**src/rtl/l2_request_controller_if.sv**
```systemverilog
// Request/response bundle between the processor side, the L2 request controller
// and the cache data-structure block, plus the statistics readout.
interface l2_request_controller_if #(
  parameter int addressBits = 32,
  parameter int tagBits     = 12,
  parameter int indexBits   = 14,
  parameter int offsetBits  = 6,
  parameter int countBits   = 32
);
  logic                   reqValid;
  logic                   reqReady;
  logic                   reqWrite;
  logic [addressBits-1:0] reqAddr;
  logic [indexBits-1:0]   index;
  logic [tagBits-1:0]     addressTag;
  logic                   read;
  logic                   access;
  logic                   respValid;
  logic                   respHit;
  logic                   doneValid;
  logic                   doneHit;
  logic                   doneError;
  logic [offsetBits-1:0]  offset;
  logic                   clearStats;
  logic [countBits-1:0]   readCount;
  logic [countBits-1:0]   writeCount;
  logic [countBits-1:0]   hitCount;
  logic [countBits-1:0]   missCount;
  logic [countBits-1:0]   timeoutCount;

  modport master (
    output reqValid, reqWrite, reqAddr, respValid, respHit, clearStats,
    input  reqReady, index, addressTag, read, access, doneValid, doneHit, doneError,
           offset, readCount, writeCount, hitCount, missCount, timeoutCount
  );

  modport slave (
    input  reqValid, reqWrite, reqAddr, respValid, respHit, clearStats,
    output reqReady, index, addressTag, read, access, doneValid, doneHit, doneError,
           offset, readCount, writeCount, hitCount, missCount, timeoutCount
  );
endinterface

```
**src/rtl/l2_request_controller.sv**
```systemverilog
// L2 front-end sequencer: accepts one request, issues a tag/index lookup,
// waits for hit/miss (or timeout), reports completion and keeps saturating stats.
module l2_request_controller #(
  parameter int addressBits   = 32,
  parameter int tagBits       = 12,
  parameter int indexBits     = 14,
  parameter int offsetBits    = 6,
  parameter int countBits     = 32,
  parameter int timeoutCycles = 255
) (
  input logic                  clk,
  input logic                  reset,
  l2_request_controller_if.slave bus
);
  typedef enum logic [1:0] {IDLE, ISSUE, WAIT, DONE} state_t;

  localparam logic [7:0] TIMEOUT_LAST = 8'(timeoutCycles - 1);

  state_t                r_state, w_stateNext;
  logic                  r_reqReady, w_reqReadyNext;
  logic                  r_access, w_accessNext;
  logic                  r_doneValid, w_doneValidNext;
  logic                  r_doneHit, w_doneHitNext;
  logic                  r_doneError, w_doneErrorNext;
  logic [7:0]            r_timer, w_timerNext;
  logic                  w_capture;
  logic [tagBits-1:0]    r_addressTag;
  logic [indexBits-1:0]  r_index;
  logic [offsetBits-1:0] r_offset;
  logic                  r_read;
  logic [countBits-1:0]  r_readCount, r_writeCount, r_hitCount, r_missCount, r_timeoutCount;

  function automatic logic [countBits-1:0] sat_inc(input logic [countBits-1:0] v);
    return (&v) ? v : v + {{(countBits-1){1'b0}}, 1'b1};
  endfunction

  always_ff @(posedge clk or posedge reset) begin
    if (reset) begin
      r_state     <= IDLE;
      r_reqReady  <= 1'b0;
      r_access    <= 1'b0;
      r_doneValid <= 1'b0;
      r_doneHit   <= 1'b0;
      r_doneError <= 1'b0;
      r_timer     <= '0;
    end else begin
      r_state     <= w_stateNext;
      r_reqReady  <= w_reqReadyNext;
      r_access    <= w_accessNext;
      r_doneValid <= w_doneValidNext;
      r_doneHit   <= w_doneHitNext;
      r_doneError <= w_doneErrorNext;
      r_timer     <= w_timerNext;
    end
  end

  // Next-state and next-output values; every output is registered from these.
  always_comb begin
    w_stateNext     = r_state;
    w_reqReadyNext  = r_reqReady;
    w_accessNext    = 1'b0;
    w_doneValidNext = 1'b0;
    w_doneHitNext   = r_doneHit;
    w_doneErrorNext = r_doneError;
    w_timerNext     = r_timer;
    w_capture       = 1'b0;
    case (r_state)
      IDLE: begin
        w_reqReadyNext = 1'b1;
        if (r_reqReady && bus.reqValid) begin
          w_capture      = 1'b1;
          w_reqReadyNext = 1'b0;
          w_accessNext   = 1'b1;
          w_stateNext    = ISSUE;
        end
      end
      ISSUE: begin
        w_timerNext = '0;
        w_stateNext = WAIT;
      end
      WAIT: begin
        if (bus.respValid) begin
          w_doneHitNext   = bus.respHit;
          w_doneErrorNext = 1'b0;
          w_doneValidNext = 1'b1;
          w_stateNext     = DONE;
        end else if (r_timer == TIMEOUT_LAST) begin
          w_doneHitNext   = 1'b0;
          w_doneErrorNext = 1'b1;
          w_doneValidNext = 1'b1;
          w_stateNext     = DONE;
        end else begin
          w_timerNext = r_timer + 8'd1;
        end
      end
      DONE: begin
        w_reqReadyNext = 1'b1;
        w_stateNext    = IDLE;
      end
      default: w_stateNext = IDLE;
    endcase
  end

  always_ff @(posedge clk or posedge reset) begin
    if (reset) begin
      r_addressTag <= '0;
      r_index      <= '0;
      r_offset     <= '0;
      r_read       <= 1'b0;
    end else if (w_capture) begin
      r_addressTag <= bus.reqAddr[addressBits-1 -: tagBits];
      r_index      <= bus.reqAddr[offsetBits +: indexBits];
      r_offset     <= bus.reqAddr[offsetBits-1:0];
      r_read       <= ~bus.reqWrite;
    end
  end

  // Stats commit on the edge that leaves DONE, so a clear in that cycle wins.
  always_ff @(posedge clk or posedge reset) begin
    if (reset) begin
      r_readCount    <= '0;
      r_writeCount   <= '0;
      r_hitCount     <= '0;
      r_missCount    <= '0;
      r_timeoutCount <= '0;
    end else if (bus.clearStats) begin
      r_readCount    <= '0;
      r_writeCount   <= '0;
      r_hitCount     <= '0;
      r_missCount    <= '0;
      r_timeoutCount <= '0;
    end else if (r_state == DONE) begin
      if (r_read) r_readCount  <= sat_inc(r_readCount);
      else        r_writeCount <= sat_inc(r_writeCount);
      if (r_doneError)    r_timeoutCount <= sat_inc(r_timeoutCount);
      else if (r_doneHit) r_hitCount     <= sat_inc(r_hitCount);
      else                r_missCount    <= sat_inc(r_missCount);
    end
  end

  assign bus.reqReady     = r_reqReady;
  assign bus.access       = r_access;
  assign bus.doneValid    = r_doneValid;
  assign bus.doneHit      = r_doneHit;
  assign bus.doneError    = r_doneError;
  assign bus.addressTag   = r_addressTag;
  assign bus.index        = r_index;
  assign bus.offset       = r_offset;
  assign bus.read         = r_read;
  assign bus.readCount    = r_readCount;
  assign bus.writeCount   = r_writeCount;
  assign bus.hitCount     = r_hitCount;
  assign bus.missCount    = r_missCount;
  assign bus.timeoutCount = r_timeoutCount;
endmodule

```
**src/flat_wrapper.sv**
```systemverilog
// flat-port wrapper written by rule: the top's interface ports become plain ports
module l2_request_controller_flat 
#(
  parameter int addressBits   = 32,
  parameter int tagBits       = 12,
  parameter int indexBits     = 14,
  parameter int offsetBits    = 6,
  parameter int countBits     = 32,
  parameter int timeoutCycles = 255
)
  (clk, reset, bus_reqValid, bus_reqWrite, bus_reqAddr, bus_respValid, bus_respHit, bus_clearStats, bus_reqReady, bus_index, bus_addressTag, bus_read, bus_access, bus_doneValid, bus_doneHit, bus_doneError, bus_offset, bus_readCount, bus_writeCount, bus_hitCount, bus_missCount, bus_timeoutCount);
  l2_request_controller_if #(.addressBits(addressBits), .tagBits(tagBits), .indexBits(indexBits), .offsetBits(offsetBits), .countBits(countBits)) bus_i ();
  input logic clk;
  input logic reset;
  input wire logic [$bits(bus_i.reqValid)-1:0] bus_reqValid;
  input wire logic [$bits(bus_i.reqWrite)-1:0] bus_reqWrite;
  input wire logic [$bits(bus_i.reqAddr)-1:0] bus_reqAddr;
  input wire logic [$bits(bus_i.respValid)-1:0] bus_respValid;
  input wire logic [$bits(bus_i.respHit)-1:0] bus_respHit;
  input wire logic [$bits(bus_i.clearStats)-1:0] bus_clearStats;
  output wire logic [$bits(bus_i.reqReady)-1:0] bus_reqReady;
  output wire logic [$bits(bus_i.index)-1:0] bus_index;
  output wire logic [$bits(bus_i.addressTag)-1:0] bus_addressTag;
  output wire logic [$bits(bus_i.read)-1:0] bus_read;
  output wire logic [$bits(bus_i.access)-1:0] bus_access;
  output wire logic [$bits(bus_i.doneValid)-1:0] bus_doneValid;
  output wire logic [$bits(bus_i.doneHit)-1:0] bus_doneHit;
  output wire logic [$bits(bus_i.doneError)-1:0] bus_doneError;
  output wire logic [$bits(bus_i.offset)-1:0] bus_offset;
  output wire logic [$bits(bus_i.readCount)-1:0] bus_readCount;
  output wire logic [$bits(bus_i.writeCount)-1:0] bus_writeCount;
  output wire logic [$bits(bus_i.hitCount)-1:0] bus_hitCount;
  output wire logic [$bits(bus_i.missCount)-1:0] bus_missCount;
  output wire logic [$bits(bus_i.timeoutCount)-1:0] bus_timeoutCount;
  assign bus_i.reqValid = bus_reqValid;
  assign bus_i.reqWrite = bus_reqWrite;
  assign bus_i.reqAddr = bus_reqAddr;
  assign bus_i.respValid = bus_respValid;
  assign bus_i.respHit = bus_respHit;
  assign bus_i.clearStats = bus_clearStats;
  assign bus_reqReady = bus_i.reqReady;
  assign bus_index = bus_i.index;
  assign bus_addressTag = bus_i.addressTag;
  assign bus_read = bus_i.read;
  assign bus_access = bus_i.access;
  assign bus_doneValid = bus_i.doneValid;
  assign bus_doneHit = bus_i.doneHit;
  assign bus_doneError = bus_i.doneError;
  assign bus_offset = bus_i.offset;
  assign bus_readCount = bus_i.readCount;
  assign bus_writeCount = bus_i.writeCount;
  assign bus_hitCount = bus_i.hitCount;
  assign bus_missCount = bus_i.missCount;
  assign bus_timeoutCount = bus_i.timeoutCount;
  l2_request_controller #(.addressBits(addressBits), .tagBits(tagBits), .indexBits(indexBits), .offsetBits(offsetBits), .countBits(countBits), .timeoutCycles(timeoutCycles)) u_core (.clk(clk), .reset(reset), .bus(bus_i));
endmodule
```
**config.mk**
```make
export PLATFORM = sky130hd
export DESIGN_NAME = l2_request_controller_flat
export DESIGN_NICKNAME = d
export VERILOG_FILES = /design/src/rtl/l2_request_controller_if.sv /design/src/rtl/l2_request_controller.sv /design/src/flat_wrapper.sv
export SDC_FILE = /design/constraint.sdc
export NUM_CORES = 1
export LEC_CHECK = 0
export ABC_AREA = 1
export BUFFER_PORTS_ARGS = -buffer_cell sky130_fd_sc_hd__buf_2
export CORE_MARGIN = 4
export CORE_UTILIZATION = 44
export CTS_BUF_LIST = sky130_fd_sc_hd__clkbuf_4 sky130_fd_sc_hd__clkbuf_8 sky130_fd_sc_hd__clkbuf_16
export CTS_CLUSTER_SIZE = 8
export DETAILED_ROUTE_END_ITERATION = 6
export PLACE_DENSITY = 0.71
export SLEW_MARGIN = 20
export SYNTH_ARGS = -nofsm -noshare
export SYNTH_HDL_FRONTEND = slang
export SYNTH_SLANG_ARGS = --single-unit
```
**constraint.sdc**
```tcl
create_clock -name clk -period 17.8 [get_ports clk]
set_input_delay 2.67 -clock clk [delete_from_list [all_inputs] [get_ports clk]]
set_output_delay 2.67 -clock clk [all_outputs]
set_load 0.02 [all_outputs]
```
==> out/qor.yml, run 1 <==
core_region_area_um2: 29800
cts_sinks: 208
vias: 13400
critPathLaunchType: "input port"
grt_most_used_layer: "met2"
rsz0062_at_grt: "no"
yosysUniqueCellTypes: 37
synth-seq-cells: 208
cts_setup_buffers: 0
grt_pass1_wl_um: 63600
cp_cell_sequence: "buf_2 > inv_4 > buf_4 > nand2_1 > nand3_2 > o21ai_0"
dr.pass1.iters: 5
die-area_um2: 33300
p_seq_share_pct: 40.7
antenna_cells: 0
seq_area_frac_synth_pct: 38.9
outcome: "finished clean"
gr-usage-all-layers_pct: 22.6
die_w_um: 182
peakVddDrop_uv: 79.9
cts.path.max_buffers: 3
powerDensity_nw_per_um2: 90.7
wl_um: 38300
hold_path_class: "flip-flop to flip-flop"
drc: 0
comb_power_share_pct: 23.0
dp_cells: 2609
ctsResizeCount: 0
fin_hold_ws_ps: 467
setup_slack_ps: 12780
power.total_mw: 1.41
cts_hold_buf: 0
fin_cells: 2644
cts_buffers: 30
syn_nets: 2079
clk_pin_slew_ps: 50
clock_latency_ps: 550
root_buffer: "clkbuf_16"
vias_per_cell: 5.07
dr.first_iter.drc_count: 775
cp_slowest_cell: "buf_4"
grt_use_met3_pct: 4.94
grt_start_max_net_pins: 97
worstSetupPathType: "input port to flip-flop"
pre_cts_ws_ps: 12210
cell_internal_pwr_uw: 922
dp_hpwl_um: 28400
ios: 237
gp_congestion: 0.917
hold_viol_final: 0
drive_above_1_share_pct: 15.4
die_h_um: 182
cts_tree: "done"
synth_cells: 2028
relSlewSlack_pct: 38.9
gr-total-overflow: 0
tightest_slew_ps: 911
worstPathRequired_ps: 18170
max_cap_violations: 0
leakage_nw: 7.26
finalCritPeriodShare_pct: 28.2
net-switching-power_uw: 486
cpPeakStageDelay_ps: 740
fin_crit_ps: 5020
yosys_warnings: 0
max_freq_ghz: 0.199
htreeDepth: 1
start_util_pct: 44.9
synth_area_um2: 13400
nets: 2302
cp.arrival_ps: 5390
power_frac_clock_pct: 36.3
port_buffers: 236
p_sw_share_pct: 34.5
synth_area_per_cell_um2: 6.60
core.rowCount: 63
skew_ps: 27.0
area_growth_pct: 16.0
wl_per_cell_um: 14.5
setup_viol: 0
crit_path_end_kind: "flip-flop"
grtUsageMet2_pct: 37.2
grt_use_met1_pct: 30.4
ant_nets: 0
critPathMaxFanout: 72
maxSlewViolCount: 0
grt_antenna_before_repair: 0
grt_pass1_vias: 12600
tns_ps: 0
[cell families after synthesis]
family | count (synthesis) | synth area share [%]
fa+ha+maj | 12 | 1.12
compound gates | 174 | 7.19
xor+xnor | 26 | 1.70
simple gates | 1355 | 42.6
flops | 208 | 38.9
buf+inv | 253 | 8.49
[state kept, by name, indices dropped and copies added (netlist names)]
| name | flops |
|---|---|
| u_core.bus.access | 1 |
| u_core.bus.addressTag | 12 |
| u_core.bus.doneError | 1 |
| u_core.bus.doneHit | 1 |
| u_core.bus.doneValid | 1 |
| u_core.bus.hitCount | 32 |
| u_core.bus.index | 14 |
| u_core.bus.missCount | 32 |
| u_core.bus.offset | 6 |
| u_core.bus.read | 1 |
| u_core.bus.readCount | 32 |
| u_core.bus.reqReady | 1 |
| u_core.bus.timeoutCount | 32 |
| u_core.bus.writeCount | 32 |
| u_core.r_state | 2 |
| u_core.r_timer | 8 |
[final timing paths]
kind                                 startpoint                   endpoint  slack [ps]  depth (start not counted)
max                              bus_clearStats  u_core.bus.writeCount[22]       12780                          6
min                        u_core.bus.offset[3]       u_core.bus.offset[3]         470                          2
max reg2reg                   u_core.r_state[0]            u_core.bus.read       15240                          7
min reg2reg                u_core.bus.offset[3]       u_core.bus.offset[3]         470                          2
max in group asynchronous                 reset    u_core.bus.missCount[0]       14310                          3
min in group asynchronous                 reset        u_core.bus.index[8]        2240                          2
[stage by stage]
step	area, um2	utilization, %
after global routing	15500	52.1
after floorplan	13400	-
after detailed placement	14700	49.4
after global placement	14700	49.4
after CTS	15500	52.1
final	15500	52.1
[synth_stat cells]
library cell  number  area, um2
o21ai_2            9       78.8
a21o_1             2       15.0
o211ai_1           5       37.5
nor3_1             4       20.0
a21oi_1            6       30.0
ha_1              12        150
nand3_4            4       70.1
nand2_4            3       33.8
o21ai_1           92        460
buf_2             11       55.1
nor2_8             1       20.0
a31oi_1            1       6.26
nand4_1           37        231
and2_1             1       6.26
inv_2              2       7.51
o21bai_1          13       97.6
nor2_2            12       75.1
nand3b_2           1       11.3
inv_1            199        747
buf_4              4       30.0
nand2_2            6       37.5
xor2_1            16        140
or2_2             20        125
nor2_1           289       1080
clkinv_1           3       11.3
nand2_1          791       2970
nand3_1          169        846
a21oi_2            1       8.76
o21ai_0           44        220
nand3b_1           5       37.5
nand3_2            5       50.1
xnor2_1           10       87.6
dfrtp_1          208       5200
o21a_1             1       7.51
clkbuf_1          13       48.8
nor2_4             7       78.8
buf_6             21        236
[power groups by stage]
| stage | Sequential, mW | Clock (mW) | Combinational [mW] |
|---|---|---|---|
| after floorplan | 0.630 | 0 | 0.187 |
| after global placement | 0.576 | 0 | 0.322 |
| after detailed placement | 0.578 | 0 | 0.330 |
| after CTS | 0.572 | 0.524 | 0.330 |
| after global routing | 0.581 | 0.546 | 0.364 |
| final | 0.572 | 0.511 | 0.324 |
[metal layers]
metal	up-vias	routed length, um	share of wire [%]
met5	-	0	0
met3	67	2910	7.6
met4	0	965	2.5
met1	6097	16700	44
met2	433	17700	46
li1	6797	-	-
[critical path, delay by kind of cell]
family / cells / cell delay [ps]
AO/OA/AOI/OAI: 1 / 210
buffers and inverters: 3 / 1400
AND/OR/NAND/NOR: 2 / 1010
[layout by cell type (no fill, tap or decap), types with 5 or more instances in the layout]
cell	Yosys	layout
nand2_1	791	791
o21ai_2	9	9
o21ai_0	44	44
inv_1	199	198
clkbuf_16	0	31
a21oi_1	6	6
nand4_1	37	37
nor2_2	12	13
o211ai_1	5	5
or2_2	20	20
nor2_1	289	288
o21ai_1	92	92
xor2_1	16	16
nand3_1	169	169
xnor2_1	10	10
o21bai_1	13	13
nor2_4	7	7
dfrtp_1	208	208
buf_2	11	236
nand2_2	6	6
nand3b_1	5	5
ha_1	12	12
nand3_2	5	5
[final cells by class]
class | count | area, um2
clock buffer | 34 | 798
clock inverter | 1 | 7.51
fill | 3021 | 14300
inverter | 204 | 776
multi-input combinational | 1567 | 7040
sequential | 208 | 5200
tap | 390 | 488
timing repair buffer | 240 | 1210
Note: power is estimated with default switching activity, not from simulation.
==> run 2: changes to the inputs <==
- PLACE_DENSITY: 0.71 -> 0.74
- clock period: 17.8 -> 4.55 ns (I/O delays scaled with it)
==> run 2 against run 1 <==
Effect of this change: sequential power rose to 3.9 times the previous value; clock-buffer cell count did not move; first-iteration DRC count rose by 25%; non-clock buffer count rose by 1; critical endpoint is now u_core.bus.writeCount[13]; via count rose by 0.66%.
==> out/qor.yml, run 2 (synthesized netlist as in run 1, its figures left out) <==
outcome: "finished clean"
cts_buffers: 30
highest-signal-layer: "met4"
met1_length_um: 16400
nets: 2303
setup_viol: 0
tns_ps: 0
grt_antenna_before_repair: 0
tightest_slew_ps: 921
fin_util_pct: 52.2
max_freq_ghz: 0.383
die-area_um2: 33300
cts_tree: "done"
ctsResizeCount: 0
die_w_um: 182
critPathLaunchType: "input port"
layout_commonest_cell: "nand2_1"
htreeDepth: 1
gr-usage-all-layers_pct: 22.3
max_cap_violations: 0
die_h_um: 182
wl_met2_um: 17500
grt_pass1_wl_um: 63100
cp_cell_sequence: "buf_2 > inv_4 > nand2_1 > nand3_2 > o21ai_0"
dp_cells: 2610
clk_pin_slew_ps: 60
gp_congestion: 0.957
grt_start_max_net_pins: 97
wl_met3_um: 2920
peakVddDrop_uv: 286
final_cell_mix: "nand2_1 (791), nor2_1 (288), buf_2 (236), dfrtp_1 (208), inv_1 (198)"
start_util_pct: 44.9
cpPeakStageDelay_ps: 710
area_growth_pct: 16.2
power.total_mw: 5.51
wl_per_cell_um: 14.3
setup_slack_ps: 1940
gr-total-overflow: 0
pre_cts_ws_ps: 1430
leakage_nw: 7.27
maxSlewViolCount: 0
vias: 13500
dr.first_iter.drc_count: 969
dr.pass1.iters: 5
relSlewSlack_pct: 38.2
clock_latency_ps: 540
grt_pass1_vias: 12900
drive_above_1_share_pct: 15.5
cts.path.max_buffers: 3
fill_cells: 2979
port_buffers: 236
fin_cells: 2645
hold_viol_final: 0
hold_path_class: "input port to asynchronous set/reset pin"
critPathMaxFanout: 71
worstPathRequired_ps: 4980
wl_um: 37800
antenna_cells: 0
cts_sinks: 208
vias_per_cell: 5.10
cts_setup_buffers: 0
cp_slowest_cell: "nand3_2"
drc: 0
ant_nets: 0
ios: 237
core.rowCount: 63
rsz0062_at_grt: "no"
finalCritPeriodShare_pct: 57.4
core_region_area_um2: 29800
skew_ps: 8.84
powerDensity_nw_per_um2: 354
root_buffer: "clkbuf_16"
crit_path_end_kind: "flip-flop"
cp.arrival_ps: 3040
worstSetupPathType: "input port to flip-flop"
cts_hold_buf: 0
fin_crit_ps: 2610
dp_hpwl_um: 28000
==> run 2: changes by cell type in the layout (fill, tap and decap cells not counted) <==
| cell | before | now |
|---|---|---|
| clkinv_2 | 0 | 1 |
| clkbuf_4 | 3 | 1 |
| clkbuf_8 | 0 | 2 |
| inv_8 | 1 | 0 |
| buf_12 | 0 | 1 |
==> run 2: metrics by stage <==
step / area (um2) / hold slack [ps]
final: 15600 / 50.6
after global routing: 15600 / 36.8
after CTS: 15600 / 29.6
after detailed placement: 14700 / 454
after global placement: 14700 / 449
after floorplan: 13400 / 502
==> run 2: worst paths after layout <==
| kind | start | depth (start not counted) | slack [ps] | end |
|---|---|---|---|---|
| worst max register to register | u_core.r_state[0] | 7 | 1990 | u_core.bus.read |
| min in group clk | bus_reqAddr[16] | 3 | 340 | u_core.bus.index[10] |
| worst min register to register | u_core.bus.addressTag[6] | 2 | 470 | u_core.bus.addressTag[6] |
| worst min-delay path | reset | 2 | 50 | u_core.r_timer[1] |
| worst max-delay path | bus_clearStats | 5 | 1940 | u_core.bus.writeCount[13] |
| max in group asynchronous | reset | 3 | 3580 | u_core.bus.addressTag[4] |
==> run 2: routing by layer <==
layer	global-route usage, %	up-vias
met2	37.5	465
met3	4.68	79
met1	29.1	6136
li1	-	6802
met4	6.39	0
met5	0	-
==> run 2: final cells by class <==
| class | instances | area (um2) | share of cell area, % |
|---|---|---|---|
| sequential | 208 | 5200 | 33.5 |
| clock inverter | 1 | 5.00 | 0.0322 |
| clock buffer | 34 | 811 | 5.21 |
| tap | 390 | 488 | 3.14 |
| timing repair buffer | 241 | 1230 | 7.92 |
| inverter | 204 | 772 | 4.96 |
| multi-input combinational | 1567 | 7040 | 45.3 |
==> run 2: critical path, delay by kind of cell <==
kind,cells,cell delay [ps]
buffers and inverters,2,740
AOI/OAI and AO/OA,1,450
and+or+nand+nor,2,1040
==> run 2: power breakdown <==
group / leakage (nW) / internal, mW / switching [mW]
logic: 4.03 / 0.338 / 0.924
clock network: 0.405 / 1.22 / 0.788
registers: 2.84 / 2.06 / 0.177
total: 7.27 / 3.62 / 1.89
==> run 3: changes to the inputs <==
- clock period: 4.55 -> 2.32 ns (I/O delays scaled with it)
==> run 3 against run 2 <==
Effect of this change: non-clock buffer count increased by 35; combinational power increased by 110%; setup slack got worse by 1600 ps; routed wire length increased by 2.1%; sequential power increased by 96%; clock power increased by 93%; critical path type is now flip-flop to flip-flop; core utilization increased by 1.2 points; cell count increased by 1.3%.
==> out/qor.yml, run 3 (synthesized netlist as in run 1, its figures left out) <==
fill_cells: 2893
r2r-start: "u_core.bus.hitCount[1]"
clk_pin_slew_ps: 50
outcome: "finished clean"
cts_setup_buffers: 0
hold_viol_final: 0
cp_slowest_cell: "dfrtp_1"
leakage_nw: 7.44
wl_per_cell_um: 14.4
wl_um: 38600
ant_nets: 0
cpPeakStageDelay_ps: 420
drive_above_1_share_pct: 15.6
core_region_area_um2: 29800
setup_viol: 0
nets: 2338
tightest_slew_ps: 743
cts_tree: "done"
crit_path_end_kind: "flip-flop"
root_buffer: "clkbuf_16"
tns_ps: 0
grt_pass1_vias: 13200
cts.path.max_buffers: 3
skew_ps: 10.5
final_cell_mix: "nand2_1 (791), nor2_1 (288), buf_2 (236), dfrtp_1 (208), inv_1 (198)"
ios: 237
min-delay-start: "bus_reqAddr[24]"
maxSlewViolCount: 0
die-area_um2: 33300
ctsResizeCount: 0
grt_pass1_wl_um: 64100
dr.first_iter.drc_count: 879
holdPathStages: 3
rr_endpoint: "u_core.bus.hitCount[1]"
critPathMaxFanout: 12
rsz0062_at_grt: "no"
cp_cell_sequence: "ha_1 > inv_2 > nor2_2 > nand2_1 > nor2_4 > nand2_1 > nand2_1 > inv_1 > nand2_1 > a21oi_1"
antenna_cells: 0
critPathLaunchType: "flip-flop"
dp_hpwl_um: 28100
cts_buffers: 30
htreeDepth: 1
gr-usage-all-layers_pct: 22.8
gp_congestion: 0.940
max_cap_violations: 0
port_buffers: 236
peakVddDrop_uv: 681
path_common_cell: "nand2_1"
worstPathRequired_ps: 2730
fin_crit_ps: 2030
die_w_um: 182
die_h_um: 182
cts_sinks: 208
cp.arrival_ps: 2440
hold_path_class: "input port to flip-flop"
fin_cells: 2679
cts_hold_buf: 25
core.rowCount: 63
worstSetupPathType: "flip-flop to flip-flop"
vias_per_cell: 5.11
layout_commonest_cell: "nand2_1"
clock_latency_ps: 540
finalCritPeriodShare_pct: 87.4
ff2ff_path_depth: 10
grt_antenna_before_repair: 1
area_growth_pct: 18.9
dp_cells: 2620
vias: 13700
grt_start_max_net_pins: 135
start_util_pct: 44.9
worstHoldEndpoint: "u_core.bus.addressTag[4]"
rrSetupSlack_ps: 290
powerDensity_nw_per_um2: 683
gr-total-overflow: 0
max_freq_ghz: 0.493
power.total_mw: 10.9
dr.pass1.iters: 6
drc: 0
relSlewSlack_pct: 50.5
## run 3: worst max-delay path by stage
| stage | end | depth (start not counted) | start | slack, ps |
|---|---|---|---|---|
| 6_report | u_core.bus.hitCount[1] | 10 | u_core.bus.hitCount[1] | 290 |
| 3_5_place_dp | u_core.bus.hitCount[19] | 8 | u_core.bus.hitCount[1] | 320 |
| 3_3_place_gp | u_core.bus.hitCount[1] | 10 | u_core.bus.hitCount[1] | 350 |
| 2_1_floorplan | u_core.bus.access | 1 | reset | -730 |
| 5_1_grt | u_core.bus.hitCount[10] | 9 | u_core.bus.hitCount[1] | 80 |
| 4_1_cts | u_core.bus.hitCount[1] | 10 | u_core.bus.hitCount[1] | 310 |
## run 3: layout make-up
class	count	area [um2]	share of cell area, %
clock buffer	33	791	4.97
clock inverter	1	8.76	0.0550
inverter	204	772	4.85
multi-input combinational	1567	7040	44.2
sequential	208	5200	32.7
tap	390	488	3.07
timing repair buffer	276	1610	10.1
## run 3: per-layer routing
layer | vias up | wire length (um) | GRT usage, %
met5 | - | 0 | 0
met4 | 0 | 1000 | 5.97
met3 | 79 | 2790 | 4.19
met2 | 464 | 18200 | 39.7
met1 | 6295 | 16600 | 29.2
li1 | 6865 | - | -
## run 3: through the flow
stage          worst slack [ps]  instance area, um2  util (%)  hold slack (ps)
6_report                    293               15900      53.4             22.8
5_1_grt                    84.9               15900      53.4             25.1
4_1_cts                     314               15900      53.4             1.05
3_5_place_dp                323               14900      49.9              455
3_3_place_gp                351               14900      49.9              450
2_1_floorplan              -728               13400         -              457
## run 3: worst max-delay path: cells and delay by family (launching register included)
| family | cells | cell delay [ps] |
|---|---|---|
| buffers and inverters | 2 | 150 |
| adders and majority gates | 1 | 320 |
| and+or+nand+nor | 6 | 960 |
| AOI/OAI and AO/OA | 1 | 60 |
| DFF | 1 | 420 |
## run 3: power breakdown
| group | leakage, nW | internal (mW) | switching [mW] |
|---|---|---|---|
| clock | 0.395 | 2.35 | 1.54 |
| combinational | 4.21 | 0.743 | 1.86 |
| sequential | 2.84 | 4.05 | 0.339 |
